===== config.mk =====
export PLATFORM = sky130hd
export DESIGN_NAME = pet_core
export DESIGN_NICKNAME = d
export VERILOG_FILES = /design/src/rtl/pet_core.sv
export SDC_FILE = /design/constraint.sdc
export NUM_CORES = 1
export LEC_CHECK = 0
export ABC_CLOCK_PERIOD_IN_PS = 3350
export BUFFER_PORTS_ARGS = -buffer_cell sky130_fd_sc_hd__buf_2
export CAP_MARGIN = 20
export CORE_MARGIN = 2
export CORE_UTILIZATION = 55
export CTS_BUF_LIST = sky130_fd_sc_hd__clkbuf_8
export DETAILED_ROUTE_END_ITERATION = 10
export HOLD_SLACK_MARGIN = 0.1
export PLACE_DENSITY = 0.88
export SLEW_MARGIN = 15
export SYNTH_ARGS = -nofsm -noshare
export SYNTH_HDL_FRONTEND = slang
export SYNTH_SLANG_ARGS = --single-unit

===== constraint.sdc =====
create_clock -name clk -period 3.35 [get_ports clk]
set_input_delay 0.67 -clock clk [delete_from_list [all_inputs] [get_ports clk]]
set_output_delay 0.67 -clock clk [all_outputs]
set_load 0.01 [all_outputs]

===== src/rtl/pet_core.sv =====
// Virtual-pet core: tick prescaler, LFSR-driven stat decay, per-stat care and a mood FSM.
// Stats, mood, tick, alarm and age all come straight from flops.
module pet_core #(
    parameter int          N_STATS    = 6,
    parameter int          STAT_W     = 4,
    parameter logic [23:0] MAX_COUNT  = 24'd10_000_000,
    parameter int          CARE_STEP  = 3,
    parameter int          LOW_TH     = 4,
    parameter int          CRIT_TICKS = 8,
    parameter int          DECAY_MODE = 1,
    parameter logic [15:0] SEED       = 16'h1000,
    parameter logic [15:0] TAPS       = 16'hB400
) (
    input  logic                        clk,
    input  logic                        reset,
    input  logic [N_STATS-1:0]          care_req,
    output logic [N_STATS*STAT_W-1:0]   stat_bus,
    output logic [1:0]                  mood,
    output logic                        tick,
    output logic                        alarm,
    output logic [7:0]                  age
);

    typedef enum logic [1:0] {
        MOOD_OK   = 2'd0,
        MOOD_WARN = 2'd1,
        MOOD_CRIT = 2'd2,
        MOOD_DEAD = 2'd3
    } mood_e;

    localparam int                SUM_W     = STAT_W + 2;
    localparam int                ZC_W      = $clog2(CRIT_TICKS + 1);
    localparam logic [STAT_W-1:0] STAT_MAX  = '1;
    localparam logic [15:0]       LFSR_INIT = (SEED == 16'h0000) ? 16'h0001 : SEED;

    logic [23:0]                      cnt_q, cnt_d;
    logic [15:0]                      lfsr_q, lfsr_d, lfsr_adv;
    logic [N_STATS-1:0][STAT_W-1:0]   stat_q, stat_d;
    mood_e                            state_q, state_d;
    logic [ZC_W-1:0]                  zc_q, zc_d;
    logic [7:0]                       age_q, age_d;
    logic                             tick_q, alarm_q, alarm_d;
    logic                             tick_now, alive, any_zero, any_low;
    logic [N_STATS-1:0]               mask;

    assign tick_now = (cnt_q == MAX_COUNT - 24'd1);
    assign alive    = (state_q != MOOD_DEAD);
    assign cnt_d    = tick_now ? 24'd0 : cnt_q + 24'd1;
    assign mask     = (DECAY_MODE == 0) ? {N_STATS{1'b1}} : lfsr_q[N_STATS-1:0];
    assign lfsr_adv = {1'b0, lfsr_q[15:1]} ^ (lfsr_q[0] ? TAPS : 16'h0000);

    // NOTE: every always_comb output gets a default first, so no path can infer a latch.
    always_comb begin
        lfsr_d = lfsr_q;
        if (tick_now && alive) begin
            lfsr_d = (lfsr_adv == 16'h0000) ? 16'h0001 : lfsr_adv;
        end
    end

    // Stats update every clock; the wide sum lets underflow show up as a set MSB.
    always_comb begin
        stat_d   = stat_q;
        any_zero = 1'b0;
        any_low  = 1'b0;
        for (int i = 0; i < N_STATS; i++) begin : g_stat
            logic [SUM_W-1:0] sum;
            sum = SUM_W'(stat_q[i]);
            if (care_req[i]) begin
                sum = sum + SUM_W'(CARE_STEP);
            end
            if (tick_now && mask[i]) begin
                sum = sum - SUM_W'(1);
            end
            if (alive) begin
                if (sum[SUM_W-1]) begin
                    stat_d[i] = '0;
                end else if (sum > SUM_W'(STAT_MAX)) begin
                    stat_d[i] = STAT_MAX;
                end else begin
                    stat_d[i] = sum[STAT_W-1:0];
                end
            end
            if (stat_d[i] == '0) begin
                any_zero = 1'b1;
            end
            if (int'(stat_d[i]) < LOW_TH) begin
                any_low = 1'b1;
            end
        end
    end

    always_comb begin
        state_d = state_q;
        zc_d    = zc_q;
        age_d   = age_q;
        alarm_d = 1'b0;
        if (tick_now && alive) begin
            if (age_q != 8'hFF) begin
                age_d = age_q + 8'd1;
            end
            case (state_q)
                MOOD_CRIT: begin
                    if (any_zero) begin
                        zc_d = zc_q + 1'b1;
                        if (zc_q == ZC_W'(CRIT_TICKS - 1)) begin
                            state_d = MOOD_DEAD;
                        end
                    end else begin
                        zc_d    = '0;
                        state_d = any_low ? MOOD_WARN : MOOD_OK;
                    end
                end
                default: begin
                    if (any_zero) begin
                        state_d = MOOD_CRIT;
                        zc_d    = '0;
                        alarm_d = 1'b1;
                    end else begin
                        state_d = any_low ? MOOD_WARN : MOOD_OK;
                    end
                end
            endcase
        end
    end

    // NOTE: state flops use non-blocking assignments so all registers see pre-edge values.
    always_ff @(posedge clk or posedge reset) begin
        if (reset) begin
            cnt_q   <= '0;
            lfsr_q  <= LFSR_INIT;
            stat_q  <= '1;
            state_q <= MOOD_OK;
            zc_q    <= '0;
            age_q   <= '0;
            tick_q  <= 1'b0;
            alarm_q <= 1'b0;
        end else begin
            cnt_q   <= cnt_d;
            lfsr_q  <= lfsr_d;
            stat_q  <= stat_d;
            state_q <= state_d;
            zc_q    <= zc_d;
            age_q   <= age_d;
            tick_q  <= tick_now;
            alarm_q <= alarm_d;
        end
    end

    assign stat_bus = stat_q;
    assign mood     = state_q;
    assign tick     = tick_q;
    assign alarm    = alarm_q;
    assign age      = age_q;

endmodule


## After elaboration in Yosys (flattened, before gate mapping)

Index checks and enable logic that the tools add are counted.

| storage, ports and cells | value |
|---|---|
| input bits | 8 |
| logic and storage cells | 121 |
| output and inout bits | 36 |
| register bits after elaboration | 80 |

| cells by class | value |
|---|---|
| multiplexer cells | 56 |
| order comparisons | 12 |
| equality and inequality tests | 6 |
| bitwise operators | 1 |
| add/sub/neg operators | 15 |
| reductions and logical operators | 18 |

Operators with widths:

| cell | number |
|---|---|
| two-way mux 4 bit | 21 |
| greater-than comparator 6 x 4 -> 1 bit (second input constant) | 6 |
| two-way mux 6 bit | 6 |
| subtractor 6 x 1 -> 6 bit (second input constant) | 6 |
| two-way mux 16 bit | 2 |
| adder 4 x 2 -> 5 bit (second input constant) | 6 |
| two-way mux 5 bit | 6 |
| adder 24 x 1 -> 24 bit (second input constant) | 1 |
| equality test 24 bit (second input constant) | 1 |
| logical NOT 4 bit | 6 |
| < comparator 4 x 3 -> 1 bit (second input constant) | 6 |
| two-way mux 24 bit | 1 |
| logical NOT 16 bit | 1 |
| two-way mux 1 bit | 16 |
| XOR 15 x 16 -> 16 bit | 1 |
| adder 8 x 1 -> 8 bit (second input constant) | 1 |
| two-way mux 2 bit | 4 |
| != test 8 bit (second input constant) | 1 |
| logical AND 1 bit | 7 |
| AND reduction 2 bit | 3 |
| adder 4 x 1 -> 4 bit (second input constant) | 1 |
| equality test 4 x 3 -> 1 bit (second input constant) | 1 |
| != test 3 bit (second input constant) | 1 |
| equality test 2 bit (second input constant) | 1 |
| 2 further kinds | 2 |

## Logic depth before layout (Yosys ltp)

| logic depth | value |
|---|---|
| depth in word-level cells | 18 |
| mapped depth | 17 |
| mapped depth without buffers | 15 |

## Least setup slack after synthesis

OpenSTA, ideal clock, no wires.

| timing | value |
|---|---|
| kind | flip-flop to flip-flop |
| start point | register stat_q, in the netlist stat_bus[0] |
| end point | register zc_q[3] |
| stages on the path, launching flop included | 18 |
| arrival time | 3.589 ns |
| path buffers | 2 |
| library setup time | 0.126 ns |
| slack | -0.366 ns |
| cells stage by stage | dfstp_2 clkbuf_1 inv_1 ha_1 nand2_1 nand2_1 ha_1 o21ai_0 a21oi_1 o221ai_1 or2_2 nor3b_1 a21o_1 a32o_1 nor4_1 buf_6 a21oi_1 a311o_1 |

| on the way | value |
|---|---|
| longest elaborated chain between the ends | 17 |
| elaborated cells between the ends (all ways) | 19 |
| classes of those cells | add/sub (2); order compare (1); mux (13); reduce/logical (3) |

RTL lines:

| item | line | source |
|---|---|---|
| from (decl) | 38 | `logic [N_STATS-1:0][STAT_W-1:0] stat_q, stat_d;` |
| from (signal assigned) | 140 | `stat_q <= stat_d;` |
| adder 4 x 2 -> 5 bit | 69 | `sum = sum + SUM_W'(CARE_STEP);` |
| two-way mux 5 bit | 68 | `if (care_req[i]) begin` |
| subtractor 6 x 1 -> 6 bit | 72 | `sum = sum - SUM_W'(1);` |
| two-way mux 6 bit | 71 | `if (tick_now && mask[i]) begin` |
| greater-than comparator 6 x 4 -> 1 bit | 77 | `end else if (sum > SUM_W'(STAT_MAX)) begin` |
| two-way mux 4 bit | 77 |  |
| two-way mux 4 bit | 75 | `if (sum[SUM_W-1]) begin` |
| two-way mux 4 bit (*) | 74 | `if (alive) begin` |
| logical NOT 4 bit (*) | 83 | `if (stat_d[i] == '0) begin` |
| two-way mux 1 bit (*) (6 in series) | 83 |  |
| two-way mux 4 bit / nonzero test 2 bit (equally long branches) | - |  |
| two-way mux 4 bit / AND reduction 2 bit (equally long branches) | - |  |
| to (signal assigned) | 142 | `zc_q <= zc_d;` |
| to (decl) | 40 | `logic [ZC_W-1:0] zc_q, zc_d;` |

Mark *: on every way between the ends. The rest lies on a longest branch, timed or not.
A chain may end at the register's enable or synchronous reset.

## Final worst setup path

| timing | value |
|---|---|
| start point | register cnt_q[11] |
| end point | register zc_q[3] |

| on the way | value |
|---|---|
| longest elaborated chain between the ends | 16 |
| elaborated cells between the ends (all ways) | 54 |
| classes of those cells | order compare (6); eq/ne (1); mux (32); reduce/logical (15) |

RTL lines:

| item | line | source |
|---|---|---|
| from (decl) | 36 | `logic [23:0] cnt_q, cnt_d;` |
| from (signal assigned) | 138 | `cnt_q <= cnt_d;` |
| equality test 24 bit (*) | 46 | `assign tick_now = (cnt_q == MAX_COUNT - 24'd1);` |
| logical AND 1 bit | 71 |  |
| two-way mux 6 bit | 71 |  |
| greater-than comparator 6 x 4 -> 1 bit | 77 |  |
| two-way mux 4 bit | 77 |  |
| two-way mux 4 bit | 75 |  |
| two-way mux 4 bit | 74 |  |
| logical NOT 4 bit | 83 |  |
| two-way mux 1 bit (6 in series) | 83 |  |
| two-way mux 4 bit / nonzero test 2 bit (equally long branches) | - |  |
| two-way mux 4 bit / AND reduction 2 bit (equally long branches) | - |  |

Marked as above.

==> run metrics <==
M2 GR Usage 48.0%; Yosys Warn Count 0; P_sw 0.000584 W; Max stage delay cell, worst path or4_4; Critical Path Max Stage Delay 0.57 ns; Hold Vio Cnt, Final 0; async set or reset register ratio after synthesis 100%; Crit path arrival time 3.79 ns; met1 GRT Util 35.0%; via density per instance 6.34; Synth area leader dfrtp_1; cts bufs inserted 9; Routed WL per cell 17.2 um; crit path capture type flop; Worst R2R Setup Slack -0.18 ns; area grow syn2layout 21.4%; Total GRT Usage 29.0%; initial antenna violation count 0; required time at the worst-slack endpoint 3.61 ns; outcome complete, but fails checks; Top Ports 44; first-pass GRT wire length 26,000 um; violated checks negative setup slack; Top FF cell, synth dfrtp_1; Initial Util 57.1%; routed wire length 15,700 um; Max Slew Vio Count 0; Post-synth EDFFs 0; worst min path class in -> async; Clock Latency Late Sink 0.38 ns; Setup CP Type reg -> reg; vias in the first global route 5,630; Final Wtd Congestion 0.967; r2r worst-path depth 11; met3 Use GR 6.11%; Reg2Reg Launch Point cnt_q[11]$_DFF_PP0_; share of layout cells above drive strength 1 27.1%; hold_buf cts 0; clock power share 37.4%; clk_skew 0.0189 ns; crit path cell chain nor4b_4 > or4b_4 > or4_4 > or3_4 > a21boi_1 > o21ai_2 > o211a_1 > nor4_2 > buf_4 > buf_4 > a311o_1; Seq pwr share 50.8%; Max-Cap Viols 0; crit path max fanout 7; CTS clk-pin slew, worst paths 0.10 ns; Fill cells 745; Worst slew margin 43.3%; DRT iter0 DRCs 598; CP top delay family simple AND/OR/NAND/NOR gates; largest net degree at the start of global routing 37; Internal 0.00137 W; Finish-stage setup viols 7; Total Nets Final 794; PwrDens 288 nW/um^2; Achievable Freq 283 MHz; Combinational Power Share 11.9%; Final Cycle Share 105%; min cycle time layout 3.53 ns; Yosys reg bits 80; cell leakage power 3.08 nW; port buffer count 43; top post-synthesis cells by area dfrtp_1 25%, dfstp_2 12%, nand2_1 6.2%, xnor2_1 5.5%, o21ai_0 3.7%; # diodes 0; H-tree levels 3; syn_nets 687; Final ANT Viol Nets 0; Chip Width 105 um; VDD IR max 0.195 mV; Worst R2R End zc_q[3]$_DFFE_PP0P_; Seq/Total Area, Yosys 36.3%; worst setup margin -0.179 ns; share of the synthesized area in the top cell type 24.5%; CTS Root Cell clkbuf_8; Row Count 36; busiest grt layer met2; count of different cell masters after synthesis 73; TNS Setup -0.765 ns; syn avg cell area 8.44 sq um; Cells after Synth 664; Worst Setup Start Kind flop; synthesized area 5610 sq um; Finished Core Util 69.3%; worst slew pin tran 0.847 ns; worst path bufs/invs 2; CTS tree built; GR Overflow Total 0; total vias in the final route 5,761; Crit path top cell by count buf_4; Final HPWL DP 11,000 um; die area 11,000 sq um; Core Footprint 9820 sq um; clock buffer depth 2; CTS sink cnt 80; DRC Markers 0; RSZ-0062 raised after global routing true; die height 105 um; switching share of total power 29.8%; drt pass-1 iters 6
-- stage by stage --
step	hold slack [ns]	setup WS (ns)	instances	instance area (sq um)	total power, W
floorplan	0.460	-0.147	664	5620	0.00116
global placement	0.477	-0.110	887	6470	0.00122
detailed placement	0.480	-0.272	887	6470	0.00123
CTS	0.222	-0.131	907	6760	0.00196
global route	0.240	-0.244	909	6810	0.00204
finish	0.212	-0.179	909	6810	0.00196
-- power by group through the flow --
stage | Sequential (W) | Clock, W | Combinational [W]
finish | 0.000994 | 0.000731 | 0.000233
global route | 0.000995 | 0.000786 | 0.000256
CTS | 0.000993 | 0.000738 | 0.000226
detailed placement | 0.00101 | 0 | 0.000223
global placement | 0.00101 | 0 | 0.000212
floorplan | 0.00101 | 0 | 0.000155
-- what timing repair did --
item,in CTS,in global routing
setup buffers,4,2
setup endpoints to repair,7,7
pin swaps,4,1
gates resized for setup,12,8
gates cloned,0,0
-- cells in the mapped netlist, drive strengths merged (8+ instances only) --
master	n
nor3	22
inv	25
and3	12
nand4	15
a31oi	9
o21ai	43
a21oi	23
and2	9
nand2	93
nor2	44
nand3	25
ha	15
dfrtp	55
nand2b	8
mux2i	8
xnor2	35
xor2	21
dfstp	25
nor4	11
clkbuf	33
a21o	9
-- layout by cell type (no fill, tap or decap), drive strengths merged, types with 11 or more instances in the layout --
cell,n
buf,131
o21ai,43
nor4,11
nand4,15
nand3,25
nor3,22
nor2,44
nand2,93
a21oi,23
ha,15
inv,29
and3,12
dfrtp,55
xnor2,35
dfstp,25
xor2,21
-- routing by layer --
metal	routed length (um)	share of wire (%)
met5	0	0
met4	770	4.9
met3	1150	7.3
met2	7580	48
met1	6160	39
-- how the worst max path moves through the flow --
stage / from / to / slack (ns) / cells after the start
2_1_floorplan: cnt_q[22]$_DFF_PP0_ / zc_q[0]$_DFFE_PP0P_ / -0.15 / 12
3_3_place_gp: care_req[0] / mood[0]$_DFFE_PP0P_ / -0.11 / 14
3_5_place_dp: cnt_q[11]$_DFF_PP0_ / zc_q[0]$_DFFE_PP0P_ / -0.27 / 11
4_1_cts: cnt_q[22]$_DFF_PP0_ / zc_q[3]$_DFFE_PP0P_ / -0.13 / 11
5_1_grt: cnt_q[22]$_DFF_PP0_ / mood[0]$_DFFE_PP0P_ / -0.24 / 13
6_report: cnt_q[11]$_DFF_PP0_ / zc_q[3]$_DFFE_PP0P_ / -0.18 / 11
-- flip-flops by register name (all words and copies together) (netlist names) --
name      count
cnt_q        24
stat_bus     24
lfsr_q       16
age           8
zc_q          4
mood          2
alarm         1
tick          1
-- cell families (layout without fill, tap and decap cells) --
family / after synthesis / in the layout / share of synthesized area (%)
buffers and inverters: 60 / 172 / 4.20
DFF: 80 / 80 / 36.3
xor gates and xnor gates: 56 / 56 / 8.75
muxes: 13 / 13 / 2.43
AOI/OAI and AO/OA: 151 / 151 / 18.2
adders and majority gates: 15 / 15 / 3.35
and+or+nand+nor: 289 / 289 / 26.8
-- final cells by class --
type                       count  area [sq um]  area share [%]
clock buffer                   9           124            1.82
multi-input combinational    524          3430            50.4
sequential                    80          2030            29.9
timing repair buffer         131           883            13.0
tap                          133           166            2.44
inverter                      25          95.1            1.40
clock inverter                 7          72.6            1.07
Power figures use the tool's default switching activity.
